==> src/rtl/rs_hs_pipeline_credit_sched.sv <==
// Head-side scheduler for a credit-controlled relay-station pipeline: round-robin
// arbitration over NUM_REQ requesters, one registered issue per cycle, enable/drain sequencing.
module rs_hs_pipeline_credit_sched #(
  parameter int DATA_WIDTH = 32,
  parameter int NUM_REQ    = 4,
  parameter int CREDITS    = 24,
  parameter int ID_WIDTH   = $clog2(NUM_REQ),
  parameter int CNT_WIDTH  = $clog2(CREDITS + 1)
) (
  input  logic                          clk,
  input  logic                          reset,
  input  logic                          enable,
  input  logic [NUM_REQ-1:0]            req_valid,
  input  logic [NUM_REQ*DATA_WIDTH-1:0] req_data,
  output logic [NUM_REQ-1:0]            req_ready,
  output logic                          out_valid,
  output logic [DATA_WIDTH-1:0]         out_data,
  output logic [ID_WIDTH-1:0]           out_id,
  input  logic                          credit_return,
  output logic [CNT_WIDTH-1:0]          credit_count,
  output logic                          idle,
  output logic                          err_overflow
);

  localparam logic [1:0] S_IDLE  = 2'd0;
  localparam logic [1:0] S_RUN   = 2'd1;
  localparam logic [1:0] S_DRAIN = 2'd2;

  localparam logic [CNT_WIDTH-1:0] CNT_FULL = CNT_WIDTH'(CREDITS);

  logic [1:0]          state;
  logic [1:0]          state_next;
  logic [ID_WIDTH-1:0] rr_ptr;
  logic [ID_WIDTH-1:0] win;
  logic                grant;
  logic                xfer;
  int                  cand;

  // A transfer and a return in the same cycle cancel; a lone return at full saturates.
  function automatic logic [CNT_WIDTH-1:0] next_credit(input logic [CNT_WIDTH-1:0] cnt,
                                                       input logic take,
                                                       input logic give);
    logic [CNT_WIDTH-1:0] res;
    res = cnt;
    if (take && !give)
      res = cnt - CNT_WIDTH'(1);
    else if (give && !take && cnt != CNT_FULL)
      res = cnt + CNT_WIDTH'(1);
    return res;
  endfunction

  function automatic logic credit_overflow(input logic [CNT_WIDTH-1:0] cnt,
                                           input logic take,
                                           input logic give);
    return give && !take && (cnt == CNT_FULL);
  endfunction

  // Stage p0: round-robin search starting just after the last winner
  always_comb begin
    win  = '0;
    cand = 0;
    for (int k = NUM_REQ; k >= 1; k--) begin
      cand = (int'(rr_ptr) + k) % NUM_REQ;
      if (req_valid[cand[ID_WIDTH-1:0]])
        win = cand[ID_WIDTH-1:0];
    end
  end

  assign grant = (state == S_RUN) && (credit_count != '0) && (|req_valid);

  always_comb begin
    req_ready = '0;
    if (grant)
      req_ready[win] = 1'b1;
  end

  assign xfer = |(req_valid & req_ready);

  always_comb begin
    state_next = state;
    case (state)
      S_IDLE:  if (enable) state_next = S_RUN;
      S_RUN:   if (!enable) state_next = S_DRAIN;
      S_DRAIN: begin
        if (enable)
          state_next = S_RUN;
        else if (credit_count == CNT_FULL && !out_valid)
          state_next = S_IDLE;
      end
      default: state_next = S_IDLE;
    endcase
  end

  // Stage p1: registered issue into the pipeline head
  always_ff @(posedge clk or posedge reset) begin
    if (reset) begin
      state        <= S_IDLE;
      credit_count <= CNT_FULL;
      rr_ptr       <= ID_WIDTH'(NUM_REQ - 1);
      out_valid    <= 1'b0;
      out_data     <= '0;
      out_id       <= '0;
      err_overflow <= 1'b0;
      idle         <= 1'b1;
    end else begin
      state        <= state_next;
      idle         <= (state == S_IDLE);
      out_valid    <= xfer;
      credit_count <= next_credit(credit_count, xfer, credit_return);
      if (credit_overflow(credit_count, xfer, credit_return))
        err_overflow <= 1'b1;
      if (xfer) begin
        rr_ptr   <= win;
        out_id   <= win;
        out_data <= req_data[win*DATA_WIDTH +: DATA_WIDTH];
      end
    end
  end

endmodule

==> config.mk <==
export PLATFORM = sky130hd
export DESIGN_NAME = rs_hs_pipeline_credit_sched
export DESIGN_NICKNAME = d
export VERILOG_FILES = /design/src/rtl/rs_hs_pipeline_credit_sched.sv
export SDC_FILE = /design/constraint.sdc
export NUM_CORES = 1
export LEC_CHECK = 0
export ABC_AREA = 1
export ABC_CLOCK_PERIOD_IN_PS = 5600
export CELL_PAD_IN_SITES_DETAIL_PLACEMENT = 0
export CELL_PAD_IN_SITES_GLOBAL_PLACEMENT = 2
export CORE_MARGIN = 2
export CORE_UTILIZATION = 21
export CTS_BUF_LIST = sky130_fd_sc_hd__clkbuf_4 sky130_fd_sc_hd__clkbuf_8 sky130_fd_sc_hd__clkbuf_16
export CTS_CLUSTER_SIZE = 16
export DETAILED_ROUTE_END_ITERATION = 8
export GPL_ROUTABILITY_DRIVEN = 0
export GPL_TIMING_DRIVEN = 0
export PLACE_DENSITY = 0.95
export SYNTH_ARGS = -nofsm -noshare
export SYNTH_HDL_FRONTEND = slang
export SYNTH_SLANG_ARGS = --single-unit
==> constraint.sdc <==
create_clock -name clk -period 5.6 [get_ports clk]
set_input_delay 1.12 -clock clk [delete_from_list [all_inputs] [get_ports clk]]
set_output_delay 1.12 -clock clk [all_outputs]
set_load 0.03 [all_outputs]
Word level (Yosys, flattened, before mapping)
Cells that the tools add are included.
{"block": "classes", "n_eq_ne": 7, "muxes": 22, "order_cmp": 6, "addsub": 6, "bitwise_logic": 1, "n_reduce_logical": 17, "shift": 1}
{"operator": "128-bit by 8-bit indexed part select with 32-bit output", "count": 1}
{"operator": "2-bit two-way mux", "count": 8}
{"operator": "2-bit by 3-bit < comparator with 1-bit output, second input constant", "count": 5}
{"operator": "5-bit two-way mux", "count": 2}
{"operator": "1-bit binary-select mux with 2-bit select", "count": 4}
{"operator": "1-bit logical AND", "count": 8}
{"operator": "4-bit OR reduction", "count": 2}
{"operator": "2-bit one-hot mux with 3 select lines", "count": 1}
{"operator": "5-bit by 1-bit adder with 5-bit output, second input constant", "count": 1}
{"operator": "5-bit == test, second input constant", "count": 1}
{"operator": "1-bit two-way mux", "count": 5}
{"operator": "5-bit inequality test, second input constant", "count": 1}
{"operator": "5-bit nonzero test", "count": 1}
{"operator": "5-bit by 1-bit subtractor with 5-bit output, second input constant", "count": 1}
{"operator": "2-bit by 1-bit adder with 2-bit output, second input constant", "count": 2}
{"operator": "2-bit adder, second input constant", "count": 2}
{"operator": "4-bit AND", "count": 1}
{"operator": "4-bit two-way mux", "count": 1}
{"operator": "2-bit inequality test, second input constant", "count": 2}
{"operator": "1-bit zero test", "count": 3}
{"operator": "3-bit inequality test, second input constant", "count": 1}
{"operator": "3-bit AND reduction", "count": 1}
{"operator": "1-bit demux with 2-bit select", "count": 1}
{"operator": "2-bit by 1-bit == test with 1-bit output, second input constant", "count": 1}
{"operator": "other kinds (4)", "count": 4}
{"block": "word_totals", "inputBits": 136, "regBits": 46, "wordCells": 68, "out_inout_bits": 46}

Longest topological paths before layout
{"block": "depth", "ltp_word": 19, "depth_mapped": 17, "ltp_nobuf": 15}

Worst setup path before layout
Ideal clock, no wire load.
{"block": "synth_path", "path_kind": "input-to-output", "startpoint": "in req_valid[3]", "endpoint": "out req_ready[0]", "setup_slack_ns": 1.870, "required_time_ns": 4.480, "n_path_buf": 2, "stages": 12, "arrival_ns": 2.610, "cell_sequence": "inv_1 -> nand2_1 -> nand3_1 -> nand2_1 -> inv_1 -> nand2_2 -> nand2_1 -> nand2_2 -> nand2_2 -> buf_6 -> buf_6 -> nor3_1"}
{"block": "synth_between", "elab_chain_len": 11, "elab_cells_between_ends": 20, "cone_classes": "2 x order compare; 15 x mux; 3 x reduce/logical"}
{"element": "start, declared", "line_no": "13", "source": "input logic [NUM_REQ-1:0] req_valid,"}
{"element": "1-bit binary-select mux with 2-bit select", "line_no": "64", "source": "if (req_valid[cand[ID_WIDTH-1:0]])"}
{"element": "1-bit two-way mux (implied by the code)", "line_no": "64"}
{"element": "2-bit two-way mux (4 in series)", "line_no": "64"}
{"element": "2-bit by 3-bit < comparator with 1-bit output (implied by the code) / 2-bit by 1-bit greater-or-equal comparator with 1-bit output (equally long branches)", "line_no": "74", "source": "req_ready[win] = 1'b1;"}
{"element": "1-bit logical AND (implied by the code)", "line_no": "74"}
{"element": "1-bit two-way mux (implied by the code)", "line_no": "74"}
{"element": "1-bit demux with 2-bit select", "line_no": "74"}
{"element": "4-bit two-way mux *", "line_no": "73", "source": "if (grant)"}
{"element": "end, declared", "line_no": "15", "source": "output logic [NUM_REQ-1:0] req_ready,"}
Every way passes the cells marked *; elsewhere a longest branch is shown, timed or not. The select of a mux whose other input is x is not followed.

Worst setup path after layout
{"block": "layout_path", "startpoint": "in req_valid[3]", "endpoint": "out req_ready[1]"}
Same word-level chain as after synthesis.

==> flow_summary.yaml <==
run_status:
  outcome: "finished clean"
yosys:
  async_reset_ff_frac: 1.00
  synth_sequential_area_ratio: 0.321
  ys_top_cells_by_area: "sky130_fd_sc_hd__nand2_1 (31%), sky130_fd_sc_hd__dfrtp_1 (28%), sky130_fd_sc_hd__nand3_1 (14%)"
  synth_top_area_cell: "sky130_fd_sc_hd__nand2_1"
  synth-warning-count: 0
  synthTopCellsByCount: "sky130_fd_sc_hd__nand2_1 (297), sky130_fd_sc_hd__nand3_1 (102), sky130_fd_sc_hd__inv_1 (86)"
  post-synth-top-area-fraction: 0.309
  yosys_most_used_dff: "sky130_fd_sc_hd__dfrtp_1"
  ys_ff_latch: 46
  top_count_cell_post_synth: "sky130_fd_sc_hd__nand2_1"
  synth_enable_flop_cells: 0
  cell_area_after_synthesis_um2: 3600
  synth_nets: 749
  synthesis.area_per_instance_um2: 5.91
  synth_cell_types: 26
  netlist_instances: 609
power:
  total_switching_power_mw: 1.97
  ir_worst_vdd_mv: 0.235
  pwr_density_cell_nw_per_um2: 628
  swShare: 0.533
  seq_power_share: 0.159
  internal_power_mw: 1.73
  power.share.clock: 0.096
  combPwrFrac: 0.745
  leakagePower_nw: 3.14
  power.total_mw: 3.69
detailed_routing:
  routed_wl_um: 14200
  route.vias.total: 4257
  detail-route-antenna-nets: 0
  drt_first_pass_iters: 4
  detail_route.wl_per_cell_um: 14.0
  drcViolationCount: 0
  first_iter_violations: 166
  post_drt_via_cell_ratio: 4.18
global_routing:
  grt.overflow.total: 0
  grt_first_pass_wirelength_um: 22000
  first_global_vias: 4213
  grt_antenna_before_repair: 0
  maximum_number_of_pins_on_one_net_before_global_route_repair: 36
  grt_usage: 0.155
layout:
  antennaDiodeCount: 0
  layout-area-overhead-vs-synth_pct: 63.2
  fillers: 1827
  final_instance_count_excl_fillers: 1019
  layout.area.seq_um2: 1160
  multiInputGateArea_um2: 1880
  fin_nets: 938
  share_of_post_route_cells_with_drive_strength_above_1: 0.0651
  post-route-util: 0.352
  post_route_standard_cell_area_excluding_fillers_um2: 5880
min_path:
  hold_path.class: "reg -> reg"
  holdCritStartpoint: "state[1]"
floorplanning:
  die_width_um: 135
  floorplan.io_pins: 182
  initial_core_util: 0.216
  coreArea_um2: 16700
  die_height_um: 135
  rows: 47
  die-area_um2: 18200
sta:
  worstMarginPinSlew_ns: 0.549
  tns_ns: 0
  maxClockFrequency_mhz: 210
  hold_ws_ns: 0.444
  timing.final.crit_period_ns: 4.77
  tightest_slew_margin_relative_to_the_limit: 0.634
  final_min_period_over_clock_period: 0.852
  finClkSkew_ns: 0.00599
  report.final.setup_viol: 0
  worst_slack_ns: 0.831
  rsz0062_at_grt: "no"
  timing.final.max_slew_violations: 0
  hold_viol_final: 0
clock_tree:
  clock-root-buffer: "sky130_fd_sc_hd__clkbuf_16"
  post_cts_hold_buffer_count: 0
  h-tree-depth: 2
  clkSinkCount: 46
  clock_insertion_delay_worst_skew_ns: 0.30
  tritoncts: "yes"
  cts_buffers: 5
  clock_path_buffers: 2
  post_cts_resized: 0
  postCtsSetupRepairBufs: 0
  cts.clk_slew.worst_paths_ns: 0.06
critical_path:
  worst_ep_arrival_time_ns: 3.65
  worst_r2r_startpoint: "credit_count[3]"
  crit_required_ns: 4.48
  startpoint_type: "primary input"
  r2r_slack_ns: 3.35
  timing.critical_path.to_type: "output port"
  critical_path.max_fanout: 10
  critical_path_class: "in -> out"
  critical_path.startpoint: "req_valid[3]"
  worstSetupEndpoint: "req_ready[1]"
  worst_r2r_endpoint: "credit_count[4]"
  worst_r2r_path_depth: 15
place:
  pre_cts_ws_ns: 0.801
  placedInstanceArea_um2: 5710
  dpl.cell_count: 1011
  numPortBuffers: 181
  dp_hpwl_um: 10900
run:
  cap_viol_max_count: 0
[cell usage in the layout, fill, tap and decap left out, types with 4 or more instances in the layout]
cell type | netlist | final
sky130_fd_sc_hd__dfrtp_1 | 41 | 41
sky130_fd_sc_hd__nand2_2 | 4 | 4
sky130_fd_sc_hd__buf_4 | 7 | 7
sky130_fd_sc_hd__buf_6 | 6 | 6
sky130_fd_sc_hd__inv_1 | 86 | 85
sky130_fd_sc_hd__nor2_1 | 8 | 8
sky130_fd_sc_hd__clkbuf_1 | 7 | 7
sky130_fd_sc_hd__buf_2 | 16 | 16
sky130_fd_sc_hd__clkbuf_16 | 0 | 5
sky130_fd_sc_hd__nand3_1 | 102 | 102
sky130_fd_sc_hd__dfstp_2 | 5 | 5
sky130_fd_sc_hd__o21ai_0 | 6 | 6
sky130_fd_sc_hd__nand2_1 | 297 | 297
sky130_fd_sc_hd__clkdlybuf4s50_1 | 0 | 181
[worst min path at each step]
stage | to | slack [ns] | cells past startpoint
floorplan | idle | 0.40 | 1
global placement | idle | 0.42 | 1
detailed placement | idle | 0.42 | 1
CTS | idle | 0.44 | 1
global route | idle | 0.46 | 1
finish | idle | 0.44 | 1
[power groups by stage]
| stage | registers (mW) | logic [mW] | clock network, mW |
|---|---|---|---|
| floorplan | 0.861 | 1.55 | 0 |
| global placement | 0.590 | 2.81 | 0 |
| detailed placement | 0.592 | 2.82 | 0 |
| CTS | 0.589 | 2.82 | 0.371 |
| global route | 0.609 | 3.08 | 0.383 |
| finish | 0.588 | 2.75 | 0.356 |
[cell type report]
type | count | share of cell area
tap | 220 | 0.0468
sequential | 46 | 0.197
clock buffer | 6 | 0.0226
timing repair buffer | 182 | 0.312
multi-input combinational | 438 | 0.320
inverter | 89 | 0.0572
buffer | 36 | 0.0385
clock inverter | 2 | 0.00638
[sequential cells by signal, indices dropped and copies added, names as in the netlist]
register / count
out_data: 32
err_overflow: 1
state: 2
rr_ptr: 2
idle: 1
out_valid: 1
credit_count: 5
out_id: 2
[worst max-delay path: stages]
cell,delay (ns)
sky130_fd_sc_hd__clkdlybuf4s50_1,0.48
sky130_fd_sc_hd__inv_1,0.07
sky130_fd_sc_hd__o21ai_1,0.17
sky130_fd_sc_hd__nand2_1,0.09
sky130_fd_sc_hd__nand2_1,0.08
sky130_fd_sc_hd__nand2_2,0.06
sky130_fd_sc_hd__nand2_1,0.06
sky130_fd_sc_hd__nand2_2,0.06
sky130_fd_sc_hd__nand2_2,0.09
sky130_fd_sc_hd__buf_6,0.17
sky130_fd_sc_hd__buf_6,0.17
sky130_fd_sc_hd__nand2_1,0.17
sky130_fd_sc_hd__nor2_1,0.16
sky130_fd_sc_hd__clkdlybuf4s50_1,0.68
[routing by layer]
layer / vias to the layer above / track usage / part of all wire
met1: 1880 / 0.202 / 0.46
met3: 7 / 0.0420 / 0.074
met5: - / 0 / 0
met2: 146 / 0.263 / 0.46
li1: 2224 / - / -
met4: 0 / 0.0243 / 0.0066
[kinds of logic (layout without fill, tap and decap cells)]
logic type	Yosys count	in the layout	share of synthesized area
xor+xnor	3	3	0.00730
fa+ha+maj	4	4	0.0160
flops	46	46	0.321
buf+inv	125	315	0.156
compound gates	12	12	0.0184
simple gates	419	419	0.481
Note: power is estimated with default switching activity, not from simulation.
